$ cat src/rtl/config_loader_pkg.sv
// config_loader_pkg: state encoding, word-framing helpers and CRC-16 constants
// shared by config_loader and config_crc16.
package config_loader_pkg;

  typedef enum logic [1:0] {
    IDLE  = 2'd0,
    LOAD  = 2'd1,
    SHIFT = 2'd2,
    DONE  = 2'd3
  } loaderState_t;

  localparam logic [15:0] CRC16_POLY = 16'h1021;
  localparam logic [15:0] CRC16_INIT = 16'hFFFF;

  function automatic int nWordsOf(input int nWeights, input int wordW);
    return (nWeights + wordW - 1) / wordW;
  endfunction

  // Width of word 0, which carries the top (most significant) chain bits.
  function automatic int remOf(input int nWeights, input int wordW);
    return nWeights - (nWordsOf(nWeights, wordW) - 1) * wordW;
  endfunction

  function automatic int widthOf(input int n);
    return (n <= 2) ? 1 : $clog2(n);
  endfunction

endpackage

$ cat src/rtl/config_crc16.sv
// config_crc16: bit-serial CRC-16/CCITT (MSB-first) with synchronous init and
// per-bit enable; used to fingerprint the chain contents displaced by a load.
module config_crc16
  import config_loader_pkg::*;
(
  input  logic        configClk,
  input  logic        configRst,
  input  logic        init,
  input  logic        en,
  input  logic        dataIn,
  output logic [15:0] crc
);

  logic feedback;

  assign feedback = crc[15] ^ dataIn;

  always_ff @(posedge configClk or negedge configRst) begin
    if (!configRst) begin
      crc <= CRC16_INIT;
    end else if (init) begin
      crc <= CRC16_INIT;
    end else if (en) begin
      crc <= {crc[14:0], 1'b0} ^ (feedback ? CRC16_POLY : 16'h0000);
    end
  end

endmodule

$ cat src/rtl/config_loader.sv
// config_loader: accepts configuration words and streams them MSB-first into the
// NWEIGHTS-bit scan chain. Define CONFIG_READBACK_EN for CRC readback of old contents.
module config_loader
  import config_loader_pkg::*;
#(
  parameter int NWEIGHTS = 5775,
  parameter int WORD_W   = 32
) (
  input  logic              configClk,
  input  logic              configRst,
  input  logic              start,
  input  logic              abort,
  input  logic              word_valid,
  input  logic [WORD_W-1:0] word_data,
  output logic              word_ready,
  output logic              configSerOut,
  output logic              configShiftEn,
  input  logic              configRetIn,
  output logic              busy,
  output logic              done,
  output logic [15:0]       readback_crc
);

  // state | meaning
  // IDLE  | waiting for start
  // LOAD  | word_ready high, waiting for the next word
  // SHIFT | one bit per cycle onto the chain
  // DONE  | all NWEIGHTS bits shifted, done pulse

  localparam int REM   = remOf(NWEIGHTS, WORD_W);
  localparam int IDX_W = widthOf(WORD_W);
  localparam int CNT_W = widthOf(NWEIGHTS + 1);
  localparam int ALIGN = WORD_W - REM;

  localparam logic [IDX_W-1:0] LAST_FULL_IDX = IDX_W'(WORD_W - 1);
  localparam logic [IDX_W-1:0] LAST_REM_IDX  = IDX_W'(REM - 1);
  localparam logic [CNT_W-1:0] TOTAL_BITS    = CNT_W'(NWEIGHTS);

  loaderState_t      state;
  logic [WORD_W-1:0] shiftReg;
  logic [IDX_W-1:0]  bitIdx;
  logic [CNT_W-1:0]  bitCnt;
  logic [CNT_W-1:0]  bitCntNext;
  logic [WORD_W-1:0] alignedWord;
  logic              wordEnd;
  logic              chainFull;
  logic              accept;

  // bitIdx counts the bits still to come in the current word after the one on the wire.
  assign wordEnd    = (bitIdx == '0);
  assign chainFull  = (bitCnt == TOTAL_BITS);
  assign bitCntNext = chainFull ? bitCnt : bitCnt + 1'b1;

  assign word_ready = (state == LOAD) || ((state == SHIFT) && wordEnd && !chainFull);
  assign accept     = word_valid && word_ready;
  assign busy       = (state == LOAD) || (state == SHIFT);
  assign done       = (state == DONE);

  // Word 0 is short; left-justify it so every word leaves from the MSB.
  assign alignedWord = (bitCnt == '0) ? (word_data << ALIGN) : word_data;

  always_ff @(posedge configClk or negedge configRst) begin
    if (!configRst) begin
      state         <= IDLE;
      shiftReg      <= '0;
      bitIdx        <= '0;
      bitCnt        <= '0;
      configSerOut  <= 1'b0;
      configShiftEn <= 1'b0;
    end else if (abort) begin
      state         <= IDLE;
      configShiftEn <= 1'b0;
    end else begin
      configShiftEn <= 1'b0;
      case (state)
        IDLE: begin
          if (start) begin
            state  <= LOAD;
            bitCnt <= '0;
          end
        end
        LOAD, SHIFT: begin
          if ((state == SHIFT) && !wordEnd) begin
            configSerOut  <= shiftReg[WORD_W-1];
            shiftReg      <= shiftReg << 1;
            bitIdx        <= bitIdx - 1'b1;
            bitCnt        <= bitCntNext;
            configShiftEn <= 1'b1;
          end else if (accept) begin
            configSerOut  <= alignedWord[WORD_W-1];
            shiftReg      <= alignedWord << 1;
            bitIdx        <= (bitCnt == '0) ? LAST_REM_IDX : LAST_FULL_IDX;
            bitCnt        <= bitCntNext;
            configShiftEn <= 1'b1;
            state         <= SHIFT;
          end else if ((state == SHIFT) && chainFull) begin
            state <= DONE;
          end else begin
            state <= LOAD;
          end
        end
        DONE:    state <= IDLE;
        default: state <= IDLE;
      endcase
    end
  end

`ifdef CONFIG_READBACK_EN
  logic crcInit;

  assign crcInit = start && !abort && (state == IDLE);

  config_crc16 uCrc (
    .configClk (configClk),
    .configRst (configRst),
    .init      (crcInit),
    .en        (configShiftEn),
    .dataIn    (configRetIn),
    .crc       (readback_crc)
  );
`else
  logic unusedRetIn;

  assign unusedRetIn  = configRetIn;
  assign readback_crc = CRC16_INIT;
`endif

endmodule
$ cat config.mk
export PLATFORM = sky130hd
export DESIGN_NAME = config_loader
export DESIGN_NICKNAME = d
export VERILOG_FILES = /design/src/rtl/config_loader_pkg.sv /design/src/rtl/config_crc16.sv /design/src/rtl/config_loader.sv
export SDC_FILE = /design/constraint.sdc
export NUM_CORES = 1
export LEC_CHECK = 0
export ABC_AREA = 1
export BUFFER_PORTS_ARGS = -buffer_cell sky130_fd_sc_hd__buf_2
export CAP_MARGIN = 20
export CORE_MARGIN = 5
export CORE_UTILIZATION = 35
export CTS_CLUSTER_DIAMETER = 50
export CTS_CLUSTER_SIZE = 14
export DETAILED_ROUTE_END_ITERATION = 16
export GPL_TIMING_DRIVEN = 0
export PLACE_DENSITY = 0.6
export SLEW_MARGIN = 30
export SYNTH_ARGS = -nofsm -noshare
export SYNTH_HDL_FRONTEND = slang
export SYNTH_SLANG_ARGS = --single-unit
$ cat constraint.sdc
create_clock -name configClk -period 1.96 [get_ports configClk]
set_clock_uncertainty 0.1 [all_clocks]
set_input_delay 0.098 -clock configClk [delete_from_list [all_inputs] [get_ports configClk]]
set_output_delay 0.098 -clock configClk [all_outputs]
set_load 0.01 [all_outputs]
# After elaboration in Yosys (flattened, before gate mapping)
# Index checks and enable logic that the tools add are counted.
# W data, S select, Z words.
[word_totals]
ff_bits = 54
input_bits = 38
word_cells = 58
[classes]
add_sub_neg = 2
n_eq_ne = 8
mux = 23
bitwise_logic = 1
reduce_logical = 18
[op_table]
columns = ["op", "n"]
rows = [
  ["$mux W32", 3],
  ["$mux W13", 4],
  ["$pmux W13 S2", 1],
  ["$mux W5", 3],
  ["$add A13 B1 Y13 const B", 1],
  ["$eq A13 B13 Y1 const B", 1],
  ["$logic_not A13 Y1", 1],
  ["$mux W2", 5],
  ["$ne A3 B3 Y1 const B", 3],
  ["$mux W1", 6],
  ["$pmux W2 S3", 1],
  ["$logic_and A1 B1 Y1", 5],
  ["$logic_not A5 Y1", 1],
  ["$sub A5 B1 Y5 const B", 1],
  ["$eq A2 B2 Y1 const B", 2],
  ["$reduce_and A4 Y1", 1],
  ["$reduce_bool A2 Y1", 2],
  ["$reduce_and A3 Y1", 1],
  ["$eq A2 B1 Y1 const B", 1],
  ["$logic_not A1 Y1", 2],
  ["$logic_not A2 Y1", 1],
  ["$logic_or A1 B1 Y1", 2],
  ["$ne A2 B2 Y1 const B", 1],
  ["$reduce_and A2 Y1", 1],
  ["other kinds (2)", 2],
]

# Longest topological paths before layout
# Gate-level depths: netlist (run 1).
[depth]
depth_word = 9
ltp_mapped = 13
ltp_nobuf = 12

# Least setup slack after synthesis (run 1)
# OpenSTA, ideal clock, no wires.
[synth_path]
kind = "register to register"
start = "reg state[0]"
end = "reg configSerOut"
setup_time_ns = 0.116
t_arrival_ns = 1.637
required_time_ns = 1.744
slack_ns = 0.107
path_stages_with_launch = 9
path_buffers = 1
cell_sequence = "dfrtp_1 inv_1 ha_1 inv_1 nor2_1 nand2_4 buf_4 nand2_1 nand2_1"
[synth_between]
elab_chain_cells = 7
elab_cells_between_ends = 11
[synth_lines]
columns = ["item", "line_no", "text"]
rows = [
  ["from (decl)", "config_loader.sv:39", "loaderState_t state;"],
  ["from (signal assigned)", "config_loader.sv:64", "state <= IDLE;"],
  ["from (signal assigned)", "config_loader.sv:71", "state <= IDLE;"],
  ["from (signal assigned)", "config_loader.sv:78", "state <= LOAD;"],
  ["$eq A2 B2 Y1", "config_loader.sv:54, config_loader.sv:75, config_loader.sv:83", ""],
  ["$logic_and A1 B1 Y1 (2 in series)", "config_loader.sv:54", "assign word_ready = (state == LOAD) || ((state == SHIFT) && wordEnd && !chainFull);"],
  ["$logic_or A1 B1 Y1", "config_loader.sv:54", ""],
  ["$logic_and A1 B1 Y1", "config_loader.sv:55", "assign accept = word_valid && word_ready;"],
  ["$reduce_bool A2 Y1 (no line)", "-", ""],
  ["$reduce_and A3 Y1 (no line)", "-", ""],
  ["to (signal assigned)", "config_loader.sv:84", "configSerOut <= shiftReg[WORD_W-1];"],
  ["to (signal assigned)", "config_loader.sv:90", "configSerOut <= alignedWord[WORD_W-1];"],
  ["to (decl)", "config_loader.sv:16", "output logic configSerOut,"],
]
# Several ways; a longest one is shown, not always the timed one.
# A chain may end at the register's enable or synchronous reset.

# Worst setup path after layout (run 1)
[layout_path]
start = "reg bitCnt[0]"
end = "reg shiftReg[2]"
[layout_between]
elab_chain_cells = 7
elab_cells_between_ends = 11
[layout_lines]
columns = ["item", "line_no", "text"]
rows = [
  ["from (decl)", "config_loader.sv:42", "logic [CNT_W-1:0] bitCnt;"],
  ["from (signal assigned)", "config_loader.sv:87", "bitCnt <= bitCntNext;"],
  ["from (signal assigned)", "config_loader.sv:93", "bitCnt <= bitCntNext;"],
  ["$eq A13 B13 Y1", "config_loader.sv:51", "assign chainFull = (bitCnt == TOTAL_BITS);"],
  ["$logic_not A1 Y1", "config_loader.sv:54", ""],
  ["$logic_and A1 B1 Y1", "config_loader.sv:54", ""],
  ["$logic_or A1 B1 Y1", "config_loader.sv:54", ""],
  ["$logic_and A1 B1 Y1", "config_loader.sv:55", ""],
  ["$reduce_bool A2 Y1 (no line)", "-", ""],
  ["$reduce_and A3 Y1 (no line)", "-", ""],
  ["to (signal assigned)", "config_loader.sv:85", "shiftReg <= shiftReg << 1;"],
  ["to (signal assigned)", "config_loader.sv:91", "shiftReg <= alignedWord << 1;"],
  ["to (decl)", "config_loader.sv:40", "logic [WORD_W-1:0] shiftReg;"],
]
# Several ways; a longest one is shown, not always the timed one. The select of a mux whose other input is x is not followed.

==> impl_metrics.ini, run 1 <==
[placement]
numPlacedInstances = 711
pre_cts_slack_ns = -0.189
hpwl_mm = 6.55
io_buffers = 41
gp_congestion = 0.877

[cts]
clk_latency_ns = 0.32
cts_tree = done
cts.sinks = 53
clkTransAtPathRegs_ns = 0.11
cts_root_buf = clkbuf_8
clk_path_buf_depth = 2
h-tree-depth = 2
cts_buffers = 5

[yosys]
synth.most_common_cell = nand2_1
avgSynthCellArea_um2 = 6.77
synth_area_um2 = 3530
ys_seq_area_share_pct = 37.5
ys_warn_count = 0
async_flop_share_pct = 100
yosysTopAreaCell = dfrtp_1
synthCells = 522
synth-edff-count = 0
ys_ff_latch = 53
yosys_most_used_dff = dfrtp_1
ys_types = 32
synth_top_area_share_pct = 37.5
synth_top_cells_by_count = nand2_1 (230), dfrtp_1 (53), nand3_1 (53)
synth_area_leaders = dfrtp_1 (38%), nand2_1 (24%), nand3_1 (7.5%)

[sta]
max_freq_mhz = 526
max_slew_margin_pct = 54.8
worstMarginPinSlew_ns = 0.678
finalSetupViolCount = 0
slew_viol_final = 0
fin_ws_ns = 0.0574
period_needed_ns = 1.90
period_share_pct = 97.1
fin_setup_tns_ns = 0
hold_viol = 0
grt_setup_unrepaired = yes

[pwr]
power.density_nw_per_um2 = 922
p_leak_nw = 2.41
worst_ir_drop_vdd_v = 0.000354

[global_routing]
grt_overflow = 0
grt_pass1_vias = 3118
grt_antenna_before_repair = 0
grt_pass1_wl_mm = 14.9
grt_use_total_pct = 14.5
grt_max_degree = 54

[final_layout]
final.fill_count = 1056
fin_cells = 746
multiInputGateArea_um2 = 1910
seqCellArea_um2 = 1330
nNetsFinal = 659
drive_gt1_share_pct = 25.0
antenna_cells = 0
area_delta_synth_final_pct = 26.6

[floorplan]
design.portCount = 59
die_w_um = 110
die-area_um2 = 12200
initial_utilization_pct = 36.0
core_area_um2 = 9820
num_rows = 36
die_h_um = 110

[route]
wl_met2_mm = 4.35
drc = 0
drt-met1-wl_mm = 4.13
num_vias = 3417
first_pass_iters = 5
topRoutingLayerUsed = met4
routedWlPerCell_um = 12.2
antenna_left = 0
met3_length_um = 450
routed_wl_mm = 9.10
drtIter0Drc = 152
vias_per_cell = 4.58

[setup_path]
crit_start = bitCnt[0]$_DFFE_PN0P_
cp.arrival_ns = 2.02
startpoint_type = register
cp_max_fo = 8
required_ns = 2.08
cp-end-kind = register
r2r_start = bitCnt[0]$_DFFE_PN0P_
worstSetupPathType = reg2reg

[min_path]
hp-class = in2reg
hold_start = abort

[run]
drv_cap = 0

[run_status]
outcome = finished, final reports clean
==> worst max-delay path, stage by stage, from the launching register on <==
cell	delay (ns)
dfrtp_2	0.44
inv_2	0.08
ha_4	0.13
nand2_2	0.06
nor3_4	0.35
nand2_4	0.17
nand2_8	0.14
clkbuf_16	0.15
o21ai_1	0.06
nand2_1	0.07
nand2_1	0.05
==> registers in the layout (all words and copies together), names as in the netlist <==
register and count:
shiftReg 31, bitCnt 13, bitIdx 5, state 2, configSerOut 1, configShiftEn 1
==> stage by stage <==
step	utilization [%]	hold slack [ns]	instance area, µm²	total power [mW]
2_1_floorplan	-	-0.298	3590	2.60
3_3_place_gp	40.3	0.297	3960	2.93
3_5_place_dp	40.4	0.0953	3960	2.96
4_1_cts	42.2	0.00525	4140	3.69
5_1_grt	45.5	0.0253	4470	4.44
6_report	45.5	0.0174	4470	4.12
==> logic make-up (layout without fill, tap and decap cells) <==
family | Yosys count | in the layout | share of synthesized area [%]
flip-flops | 53 | 53 | 37.5
XOR/XNOR | 5 | 5 | 1.24
AND/OR/NAND/NOR | 334 | 334 | 40.1
AO/OA/AOI/OAI | 30 | 30 | 4.46
adder cells (fa/ha/maj) | 9 | 9 | 3.19
buffers and inverters | 90 | 166 | 13.3
other | 1 | 16 | 0.106
==> cell usage in the layout, fill, tap and decap left out, types with 2 or more instances in the layout <==
cell type        n
nand2_1        222
dfrtp_1         50
nand3_1         49
inv_1           46
buf_2           45
buf_4           39
nor2_1          20
conb_1          16
nand2_2         13
o21ai_1         11
o21ai_0         10
inv_2            7
nor3_1           7
a21oi_1          6
nand3_2          5
buf_6            5
ha_1             5
clkbuf_8         5
dlygate4sd3_1    5
buf_8            4
xor2_1           4
nor2_2           3
nor2_4           3
nand2_4          3
nand4_1          3
ha_4             3
dfrtp_2          3
clkbuf_2         2
clkbuf_4         2
clkinvlp_4       2
clkbuf_16        2
==> final timing paths <==
check / slack (ns) / depth (start not counted) / to
max in group asynchronous: 1.01 / 2 / bitCnt[4]$_DFFE_PN0P_
max reg2reg: 0.06 / 10 / shiftReg[2]$_DFFE_PN0P_
min in group asynchronous: 0.24 / 2 / bitIdx[3]$_DFFE_PN0P_
min reg2reg: 0.38 / 2 / configSerOut$_DFFE_PN0P_
max: 0.06 / 10 / shiftReg[2]$_DFFE_PN0P_
min: 0.02 / 4 / bitIdx[4]$_DFFE_PN0P_
==> what timing repair did <==
action,in CTS,in global routing
endpoints found under the hold margin,58,0
setup endpoints to repair,51,48
hold buffers,5,0
pin swaps,1,10
cloned,0,2
gates resized for setup,6,45
setup buffers,3,17
==> per-layer routing <==
metal	up-vias	track usage [%]
li1	1758	-
met1	1561	18.9
met2	86	24.0
met3	12	3.17
met4	0	4.60
met5	-	0
==> final cells by class <==
type / instances / share of cell area (%)
sequential: 53 / 29.7
tap: 133 / 3.72
timing repair buffer: 68 / 10.3
inverter: 54 / 4.64
multi-input combinational: 394 / 42.8
buffer: 36 / 6.66
clock buffer: 5 / 1.54
clock inverter: 3 / 0.588
==> report_power, final <==
group          internal, mW  switching, mW
clock network         0.261          0.405
logic                 0.878          0.943
registers              1.43          0.204
total                  2.57           1.55
No activity file was read; power rests on OpenSTA's default activity.
==> run 2: changes to the inputs <==
- CTS_CLUSTER_SIZE: 14 -> not set
- PLACE_DENSITY: 0.6 -> 0.63
==> run 2 against run 1 <==
  * Power fell by 5.3%
  * Global-route usage fell by 0.33 points
  * Register-to-register slack barely moved
  * Maximum frequency fell by 0.41%
  * Worst setup slack got worse by 0.0078 ns
  * Clock power fell by 6.2%
  * Critical endpoint is now shiftReg[4]$_DFFE_PN0P_
  * Largest power group is now registers
==> impl_metrics.ini, run 2 (synthesis results as in run 1) <==
[run_status]
outcome = finished, final reports clean

[pwr]
worst_ir_drop_vdd_v = 0.000407
power.density_nw_per_um2 = 917
p_leak_nw = 2.32

[route]
drtIter0Drc = 256
drc = 0
routed_wl_mm = 9.26
routedWlPerCell_um = 12.6
num_vias = 3402
first_pass_iters = 5
vias_per_cell = 4.64
antenna_left = 0

[final_layout]
final_common_cell = nand2_1
top_register = shiftReg
final_area_um2 = 4260
antenna_cells = 0
seqCellArea_um2 = 1330
area_delta_synth_final_pct = 20.5
multiInputGateArea_um2 = 1840
largest_reg_flops = 31
reg_top3 = shiftReg (31), bitCnt (13), bitIdx (5)
drive_gt1_share_pct = 21.2
nNetsFinal = 646
final_cell_mix = nand2_1 (229), nand3_1 (51), dfrtp_1 (50)
final.fill_count = 1019

[run]
drv_cap = 0

[cts]
clk_path_buf_depth = 2
cts_root_buf = clkbuf_8
clk_latency_ns = 0.31
cts_buffers = 5
cts.sinks = 53
clkTransAtPathRegs_ns = 0.11
h-tree-depth = 2
cts_tree = done

[global_routing]
grt_use_total_pct = 14.2
grt_pass1_wl_mm = 14.8
grt_overflow = 0
grt_max_degree = 54
grt_pass1_vias = 3118
grt_antenna_before_repair = 0

[sta]
hold_viol = 0
slew_viol_final = 0
fin_ws_ns = 0.0497
max_freq_mhz = 523
period_share_pct = 97.5
period_needed_ns = 1.91
max_slew_margin_pct = 53.8
holdWs_ns = 0.000700
finalSetupViolCount = 0
worstMarginPinSlew_ns = 0.692

[placement]
hpwl_mm = 6.68
gp_congestion = 0.885
place_area_um2 = 3960
pre_cts_slack_ns = -0.147
io_buffers = 41

[floorplan]
design.portCount = 59
initial_utilization_pct = 36.0
die_w_um = 110
die-area_um2 = 12200
die_h_um = 110
core_area_um2 = 9820
num_rows = 36

[setup_path]
cp.arrival_ns = 2.02
required_ns = 2.07
cp-end-kind = register
worstSetupPathType = reg2reg
startpoint_type = register
cp_max_fo = 10

[min_path]
hp-class = in2reg
run 2: cell count changes in the layout (fill, tap and decap cells not counted), moves of 3 or more:
cell	before	now
nand2_1	222	229
nand2_2	13	7
buf_8	4	1
dlygate4sd3_1	5	2
buf_4	39	30
run 2: timing repair:
action	in CTS	in global routing
gates cloned	0	2
resized for setup	7	22
buffers inserted	2	8
pin swaps	1	6
hold buffers	2	0
setup endpoints to repair	50	47
endpoints found under the hold margin	54	0
run 2: layout make-up:
cell class / count / area share [%]
clock inverters: 1 / 0.176
repair buffers: 55 / 7.82
multi-input cells: 394 / 43.3
inverters: 54 / 4.88
well taps: 133 / 3.91
flip-flops and latches: 53 / 31.2
plain buffers: 36 / 6.85
clock buffers: 7 / 1.79
run 2: final timing paths:
check                                          from                       end  slack (ns)  cells after the start
max                           bitCnt[0]$_DFFE_PN0P_   shiftReg[4]$_DFFE_PN0P_        0.05                     11
min                                   word_data[16]  shiftReg[17]$_DFFE_PN0P_      0.0007                      5
max reg2reg                   bitCnt[0]$_DFFE_PN0P_   shiftReg[4]$_DFFE_PN0P_        0.05                     11
min reg2reg                shiftReg[30]$_DFFE_PN0P_  shiftReg[30]$_DFFE_PN0P_        0.38                      2
max in group asynchronous                 configRst     bitCnt[8]$_DFFE_PN0P_        0.97                      2
min in group asynchronous                 configRst   shiftReg[9]$_DFFE_PN0P_        0.27                      2
run 2: metrics by stage:
stage	utilization [%]	total power, mW	instances	setup TNS (ns)
global placement	40.3	2.93	711	-5.27
CTS	41.7	3.64	723	0
finish	43.3	3.90	733	0
floorplan	-	2.60	537	0
detailed placement	40.4	2.98	711	-4.63
global route	43.3	4.19	733	-1.14
run 2: per-layer routing:
metal | share of wire, % | global-route usage [%]
met5 | 0 | 0
met4 | 1.4 | 3.37
met3 | 5.8 | 2.74
met2 | 50 | 24.9
met1 | 43 | 18.0
run 2: power breakdown:
part,internal [mW],switching (mW)
clock,0.254,0.370
sequential,1.43,0.214
combinational,0.724,0.907
total,2.41,1.49
run 2: worst max-delay path: stages, from the launching register on:
cell and delay, ns:
dfrtp_2 0.46, inv_2 0.08, ha_1 0.16, nand2_2 0.07, nor3_4 0.17, buf_4 0.18
nand2_4 0.11, nand2_4 0.12, buf_6 0.16, o21ai_0 0.09, nand2_1 0.07, nand2_1 0.04
